**config.mk**
```make
export PLATFORM = sky130hd
export DESIGN_NAME = tawas_rcn_master
export DESIGN_NICKNAME = d
export VERILOG_FILES = /design/src/rtl/tawas_rcn_master.sv
export SDC_FILE = /design/constraint.sdc
export NUM_CORES = 1
export LEC_CHECK = 0
export ABC_CLOCK_PERIOD_IN_PS = 4200
export CAP_MARGIN = 20
export CORE_UTILIZATION = 52
export DETAILED_ROUTE_END_ITERATION = 16
export MAX_ROUTING_LAYER = met4
export PLACE_DENSITY = 0.8
export SLEW_MARGIN = 20
export SYNTH_ARGS = -nofsm -noshare
export SYNTH_HDL_FRONTEND = slang
export SYNTH_SLANG_ARGS = --single-unit
```
**constraint.sdc**
```tcl
create_clock -name clk -period 4.2 [get_ports clk]
set_clock_uncertainty 0.1 [all_clocks]
set_input_delay 0.63 -clock clk [delete_from_list [all_inputs] [get_ports clk]]
set_output_delay 0.63 -clock clk [all_outputs]
set_load 0.1 [all_outputs]
```
**src/rtl/tawas_rcn_master.sv**
```systemverilog
// RCN ring master for the Tawas load/store unit: queues requests, injects them
// into free ring slots, and pulls this master's responses off the ring.
module tawas_rcn_master #(
  parameter logic [5:0] MASTER_ID = 6'd0,
  parameter int         DEPTH     = 4
) (
  input  logic        clk,
  input  logic        rst,
  input  logic        rcn_cs,
  input  logic        rcn_xch,
  input  logic        rcn_wr,
  input  logic [31:0] rcn_addr,
  input  logic [2:0]  rcn_wbreg,
  input  logic [3:0]  rcn_mask,
  input  logic [31:0] rcn_wdata,
  output logic        rcn_full,
  output logic        rcn_pending,
  output logic        rcn_ovf,
  input  logic [79:0] ring_in,
  output logic [79:0] ring_out,
  output logic        rcn_load_vld,
  output logic [2:0]  rcn_load_sel,
  output logic [31:0] rcn_load
);

  localparam int AW = (DEPTH > 1) ? $clog2(DEPTH) : 1;
  localparam int CW = AW + 1;
  localparam int EW = 71;
  localparam logic [AW:0]   PTR_ONE = 1;
  localparam logic [CW-1:0] CNT_ONE = 1;
  localparam logic [CW-1:0] CNT_MAX = CW'(DEPTH);

  // Entry layout: {xch, wr, wbreg, mask, addr[31:2], wdata}
  logic [EW-1:0] r_fifo [DEPTH];
  logic [AW:0]   r_wptr;
  logic [AW:0]   r_rptr;
  logic [CW-1:0] r_outst;
  logic [79:0]   r_ring_out;
  logic          r_load_vld;
  logic [2:0]    r_load_sel;
  logic [31:0]   r_load;
  logic          r_ovf;

  logic          w_empty;
  logic          w_full;
  logic          w_push;
  logic          w_consume;
  logic          w_inject;
  logic          w_resp_rd;
  logic [EW-1:0] w_head;
  logic [79:0]   w_inj_pkt;
  logic [31:0]   w_aligned;
  logic          w_unused;

  assign w_unused = ^{rcn_addr[1:0], ring_in[62]};

  assign w_empty = (r_wptr == r_rptr);
  assign w_full  = (r_wptr[AW] != r_rptr[AW]) &&
                   (r_wptr[AW-1:0] == r_rptr[AW-1:0]);
  assign w_push  = rcn_cs && !w_full;

  assign w_consume = ring_in[79] && !ring_in[78] && (ring_in[75:70] == MASTER_ID);
  assign w_resp_rd = w_consume && (!ring_in[77] || ring_in[76]);
  assign w_inject  = !ring_in[79] && !w_empty && (r_outst < CNT_MAX);

  assign w_head    = r_fifo[r_rptr[AW-1:0]];
  assign w_inj_pkt = {1'b1, 1'b1, w_head[69], w_head[70], MASTER_ID,
                      w_head[68:66], w_head[65:62], 1'b0, w_head[61:0]};

  always_comb begin
    w_aligned = ring_in[31:0];
    case (ring_in[66:63])
      4'b0011: w_aligned = {16'h0, ring_in[15:0]};
      4'b1100: w_aligned = {16'h0, ring_in[31:16]};
      4'b0001: w_aligned = {24'h0, ring_in[7:0]};
      4'b0010: w_aligned = {24'h0, ring_in[15:8]};
      4'b0100: w_aligned = {24'h0, ring_in[23:16]};
      4'b1000: w_aligned = {24'h0, ring_in[31:24]};
      default: w_aligned = ring_in[31:0];
    endcase
  end

  // Storage needs no reset; the pointers define which entries are live.
  always_ff @(posedge clk) begin
    if (w_push)
      r_fifo[r_wptr[AW-1:0]] <= {rcn_xch, rcn_wr, rcn_wbreg, rcn_mask,
                                 rcn_addr[31:2], rcn_wdata};
  end

  always_ff @(posedge clk) begin
    if (!rst) begin
      r_wptr     <= '0;
      r_rptr     <= '0;
      r_outst    <= '0;
      r_ring_out <= '0;
      r_load_vld <= 1'b0;
      r_load_sel <= '0;
      r_load     <= '0;
      r_ovf      <= 1'b0;
    end else begin
      if (w_push)
        r_wptr <= r_wptr + PTR_ONE;
      if (w_inject)
        r_rptr <= r_rptr + PTR_ONE;

      // Consume and inject are exclusive: one needs a valid slot, the other an empty one.
      if (w_inject)
        r_outst <= r_outst + CNT_ONE;
      else if (w_consume && r_outst != '0)
        r_outst <= r_outst - CNT_ONE;

      if (w_consume)
        r_ring_out <= '0;
      else if (ring_in[79])
        r_ring_out <= ring_in;
      else if (w_inject)
        r_ring_out <= w_inj_pkt;
      else
        r_ring_out <= '0;

      r_load_vld <= w_resp_rd;
      if (w_resp_rd) begin
        r_load_sel <= ring_in[69:67];
        r_load     <= w_aligned;
      end

      if (rcn_cs && w_full)
        r_ovf <= 1'b1;
    end
  end

  assign rcn_full     = w_full;
  assign rcn_pending  = !w_empty || (r_outst != '0);
  assign rcn_ovf      = r_ovf;
  assign ring_out     = r_ring_out;
  assign rcn_load_vld = r_load_vld;
  assign rcn_load_sel = r_load_sel;
  assign rcn_load     = r_load;

endmodule

```
== Word level (Yosys, flattened, before mapping) ==
Memory sizes are Yosys's and may differ from the RTL's. A register that Yosys moved wholly into a read port is not among the register bits.
Cells that the tools add are included.
Word-level totals
  register bits: 126
  bits in writable memories: 284
  input bits: 156
  output and inout bits: 119
  memories kept: 1
Memories
  r_fifo: words 4, bits a word 71, rd ports 1, clocked after Yosys merged registers in 1, write ports 1, line 34  | logic [EW-1:0] r_fifo [DEPTH];
Cells by class
  $add $sub $neg: 4
  order comparisons: 1
  equality and inequality tests: 9
  muxes and demuxes: 9
  bitwise logic cells: 1
  reduce and logical (&&, ||, !) cells: 20
Operator list (count)
  $pmux 32 s6: 1
  $mux 80: 2
  $add 3x1->3 const B: 3
  $logic_and 1x1->1: 9
  $eq 4x2->1 const B: 2
  $eq 4x4->1 const B: 2
  $logic_not 6->1: 1
  $mux 3: 2
  $logic_not 1->1: 5
  $eq 4x1->1 const B: 1
  $eq 4x3->1 const B: 1
  $mux 2: 2
  $eq 3x3->1: 1
  $lt 3x3->1 const B: 1
  $reduce_bool 3->1: 1
  $sub 3x1->3 const B: 1
  $eq 2x2->1: 1
  $logic_or 1x1->1: 2
  $mux 1: 2
  $reduce_bool 2->1: 1
  $reduce_or 2->1: 1
  $ne 1x1->1: 1
  $not 1->1: 1

== Longest topological paths before layout ==
  word-level depth: 6
  depth in mapped cells: 7
  mapped depth without buffers: 6

== Least setup slack after synthesis ==
OpenSTA, ideal clock, no wires.
  kind: reg2out
  start point: register r_wptr[1]
  end point: output rcn_full
  data arrival time: 2659 ps
  required time: 3470 ps
  path slack: 811 ps
  cell stages (with the launch flop): 3
  buffers on the path: 0
  cells stage by stage: dfxtp_1 -> xor2_1 -> nor3_1
Between the ends
  longest elaborated chain between the ends: 2
RTL lines
  from (decl): line 35  | logic [AW:0] r_wptr;
  from (signal assigned): line 102  | r_wptr <= r_wptr + PTR_ONE;
  $eq 2x2->1: line 59  | (r_wptr[AW-1:0] == r_rptr[AW-1:0]);
  $logic_and 1x1->1: line 58  | assign w_full = (r_wptr[AW] != r_rptr[AW]) &&
  to (decl): line 16  | output logic rcn_full,
Every way passes these cells.

== Worst setup path in the final report ==
  start point: register r_wptr[0]
  end point: output rcn_full
The elaborated chain is that of the path after synthesis.

==> impl_metrics.ini <==
[sta]
max_freq_mhz = 289.1
setup_viol = 0
slew_headroom_pct = 29.74
max_slew.worst_pin.slew_ns = 1.051
fin_crit_sh_pct = 82.37
drv_slew = 0
fin_crit_ns = 3.460
hold_viol = 0
tns_ns = 0
rsz0062_at_grt = no

[critical_path]
arrival_ns = 2.73
r2r-start = r_wptr[0]
r2r_slack_ns = 1.57
endpoint_kind = output pin
cp-start-kind = register
slowest_stage = clkdlybuf4s50_1
worstRegToRegCells = 5
path_class = register to output pin
max_stage_delay_ns = 1.22
crit_chain = xor2_1, nor3_1, clkdlybuf4s50_1
critical_path_required_ns = 3.47
worstPathMaxFanout = 5
r2r-end = ring_out[78]

[cts]
cts_buffers = 42
cts_resized = 0
hold_buffers = 0
root_buffer = clkbuf_16
clock-sinks = 412
cts_tree = yes
clk_latency_ns = 0.53
cts_buffer_depth = 3
postCtsSetupBuffers = 0
cts.clk_slew.worst_paths_ns = 0.06
cts_max_level = 2

[detailed_routing]
drt_wl_total_um = 33350
via_count = 8439
wl_per_cell_um = 22.72
drt_iter0_markers = 847
vias_per_cell = 5.749
drc_errors = 0
detail-route-antenna-nets = 0
drtPass1Iterations = 5

[pwr]
peakVddDrop_mv = 0.3645
p_leak_nw = 6.503
powerDensity_nw_per_um2 = 549.8
finalPower_mw = 10.59

[cells_and_area]
syn_to_final_growth_pct = 30.62
seq_area_um2 = 11100
fin_cells = 1468
nets = 1215
num-fill-cells = 1817
multi_input_area_um2 = 3401
layout-drive-gt1-share_pct = 14.27

[synth]
synth.distinct_cells = 48
syn_avg_cell_area_um2 = 19.12
async_reset_ff_share_pct = 0
ys.flop_type = edfxtp_1
synth_area_leaders = edfxtp_1 58%, dfxtp_1 17%, mux4_2 11%
seq_area_frac_synth_pct = 75.23
synth_edf_count = 284
yosys.area.top_type = edfxtp_1
yosysMostFrequentCell = edfxtp_1
syn_inst = 771
synthTopCellsByCount = 284 x edfxtp_1, 128 x dfxtp_1, 87 x a22o_1
synthesis.area_um2 = 14740
syn_nets = 933
yosysWarnings = 0
synth_top_area_share_pct = 57.85
ys_ff_latch = 412

[job]
drv_cap = 0

[grt]
overflow = 0
grt_pass1_vias = 8585
grt_pass1_wl_um = 50420
track_usage_pct = 24.22
antenna_found_initial = 4
grt_max_degree = 75

[worst_hold_path]
min_to = rcn_load[27]
hold_start = rcn_load[27]
holdPathStages = 1
hold_class = register to register

[die]
initial_core_util_pct = 52.92
die_h_um = 170.4
fp.dieW_um = 170.4
ios = 275
die_area_um2 = 29030
num_rows = 61
core-area_um2 = 27860

[placement]
gp_congestion = 0.8780
dp.cells = 1387
port_buffers = 272
dpl.hpwl_um = 20990

[outcome]
status = completed
[power breakdown]
| part | internal [mW] | switching [mW] |
|---|---|---|
| Sequential | 4.61 | 0.134 |
| Combinational | 0.821 | 1.40 |
| Clock | 2.16 | 1.45 |
[cell usage in the layout, fill, tap and decap left out, types with 5 or more instances in the layout]
| cell type | instances |
|---|---|
| edfxtp_1 | 284 |
| clkdlybuf4s50_1 | 272 |
| dfxtp_1 | 126 |
| a22o_1 | 87 |
| mux4_2 | 71 |
| clkbuf_16 | 46 |
| o21ai_0 | 19 |
| clkbuf_1 | 16 |
| nand2_1 | 12 |
| nor2_1 | 11 |
| a21oi_1 | 10 |
| a31oi_1 | 10 |
| and3_1 | 8 |
| a2bb2oi_1 | 8 |
| a32oi_1 | 7 |
| a22oi_1 | 7 |
| buf_4 | 7 |
| mux2i_1 | 6 |
| clkbuf_8 | 6 |
| buf_12 | 6 |
| ha_1 | 5 |
| clkinv_2 | 5 |
[cells by family (layout without fill, tap and decap cells)]
kind of cell	count (synthesis)	after routing	synth area share, %
xor+xnor	8	8	0.4753
mux	77	77	11.25
compound gates	155	155	8.241
other cells	0	4	0
simple gates	61	61	2.368
fa+ha+maj	6	6	0.5602
flops	412	412	75.23
buf+inv	52	367	1.867
[worst max-delay path: cells and delay by family (launching register included)]
family / cells / cell delay, ns
and+or+nand+nor: 1 / 0.37
buffers and inverters: 1 / 1.22
xor gates and xnor gates: 1 / 0.18
DFF: 1 / 0.44
[sequential cells by signal, indices dropped and copies added (netlist names), named ones only]
register / count
r_fifo: 284
r_outst: 3
r_rptr: 3
r_wptr: 3
rcn_load: 32
rcn_load_sel: 3
rcn_load_vld: 1
rcn_ovf: 1
ring_out: 80
[worst max path at each step]
stage | startpoint | end | depth (start not counted)
after global placement | ring_in[79] | ring_out[79] | 6
after detailed placement | ring_in[79] | ring_out[79] | 6
after floorplan | r_wptr[1] | rcn_full | 2
after global routing | r_wptr[1] | rcn_full | 3
after CTS | r_wptr[1] | rcn_full | 3
final | r_wptr[0] | rcn_full | 3
[layout make-up]
cell class	count	share of cell area, %
timing repair buffer	285	15.04
multi-input combinational	307	17.66
tap	378	2.456
inverter	5	0.09747
clock buffer	68	6.719
sequential	412	57.63
clock inverter	9	0.3444
antenna	4	0.05198
[metrics by stage]
stage / area [µm²] / hold slack, ns / util, % / setup WS [ns]
after floorplan: 14740 / 0.3831 / - / 0.8109
after global placement: 17890 / 0.3613 / 64.20 / 0.8808
after detailed placement: 17890 / 0.3681 / 64.20 / 0.8692
after CTS: 19250 / 0.3822 / 69.09 / 0.7193
after global routing: 19260 / 0.4082 / 69.12 / 0.5816
final: 19260 / 0.3810 / 69.12 / 0.7404
[per-layer routing]
| layer | GRT usage [%] | share of wire [%] |
|---|---|---|
| met5 | - | 0 |
| met4 | 8.461 | 3.0 |
| met3 | 5.907 | 8.9 |
| met2 | 38.31 | 49 |
| met1 | 30.70 | 39 |
No activity file was read; power rests on OpenSTA's default activity.
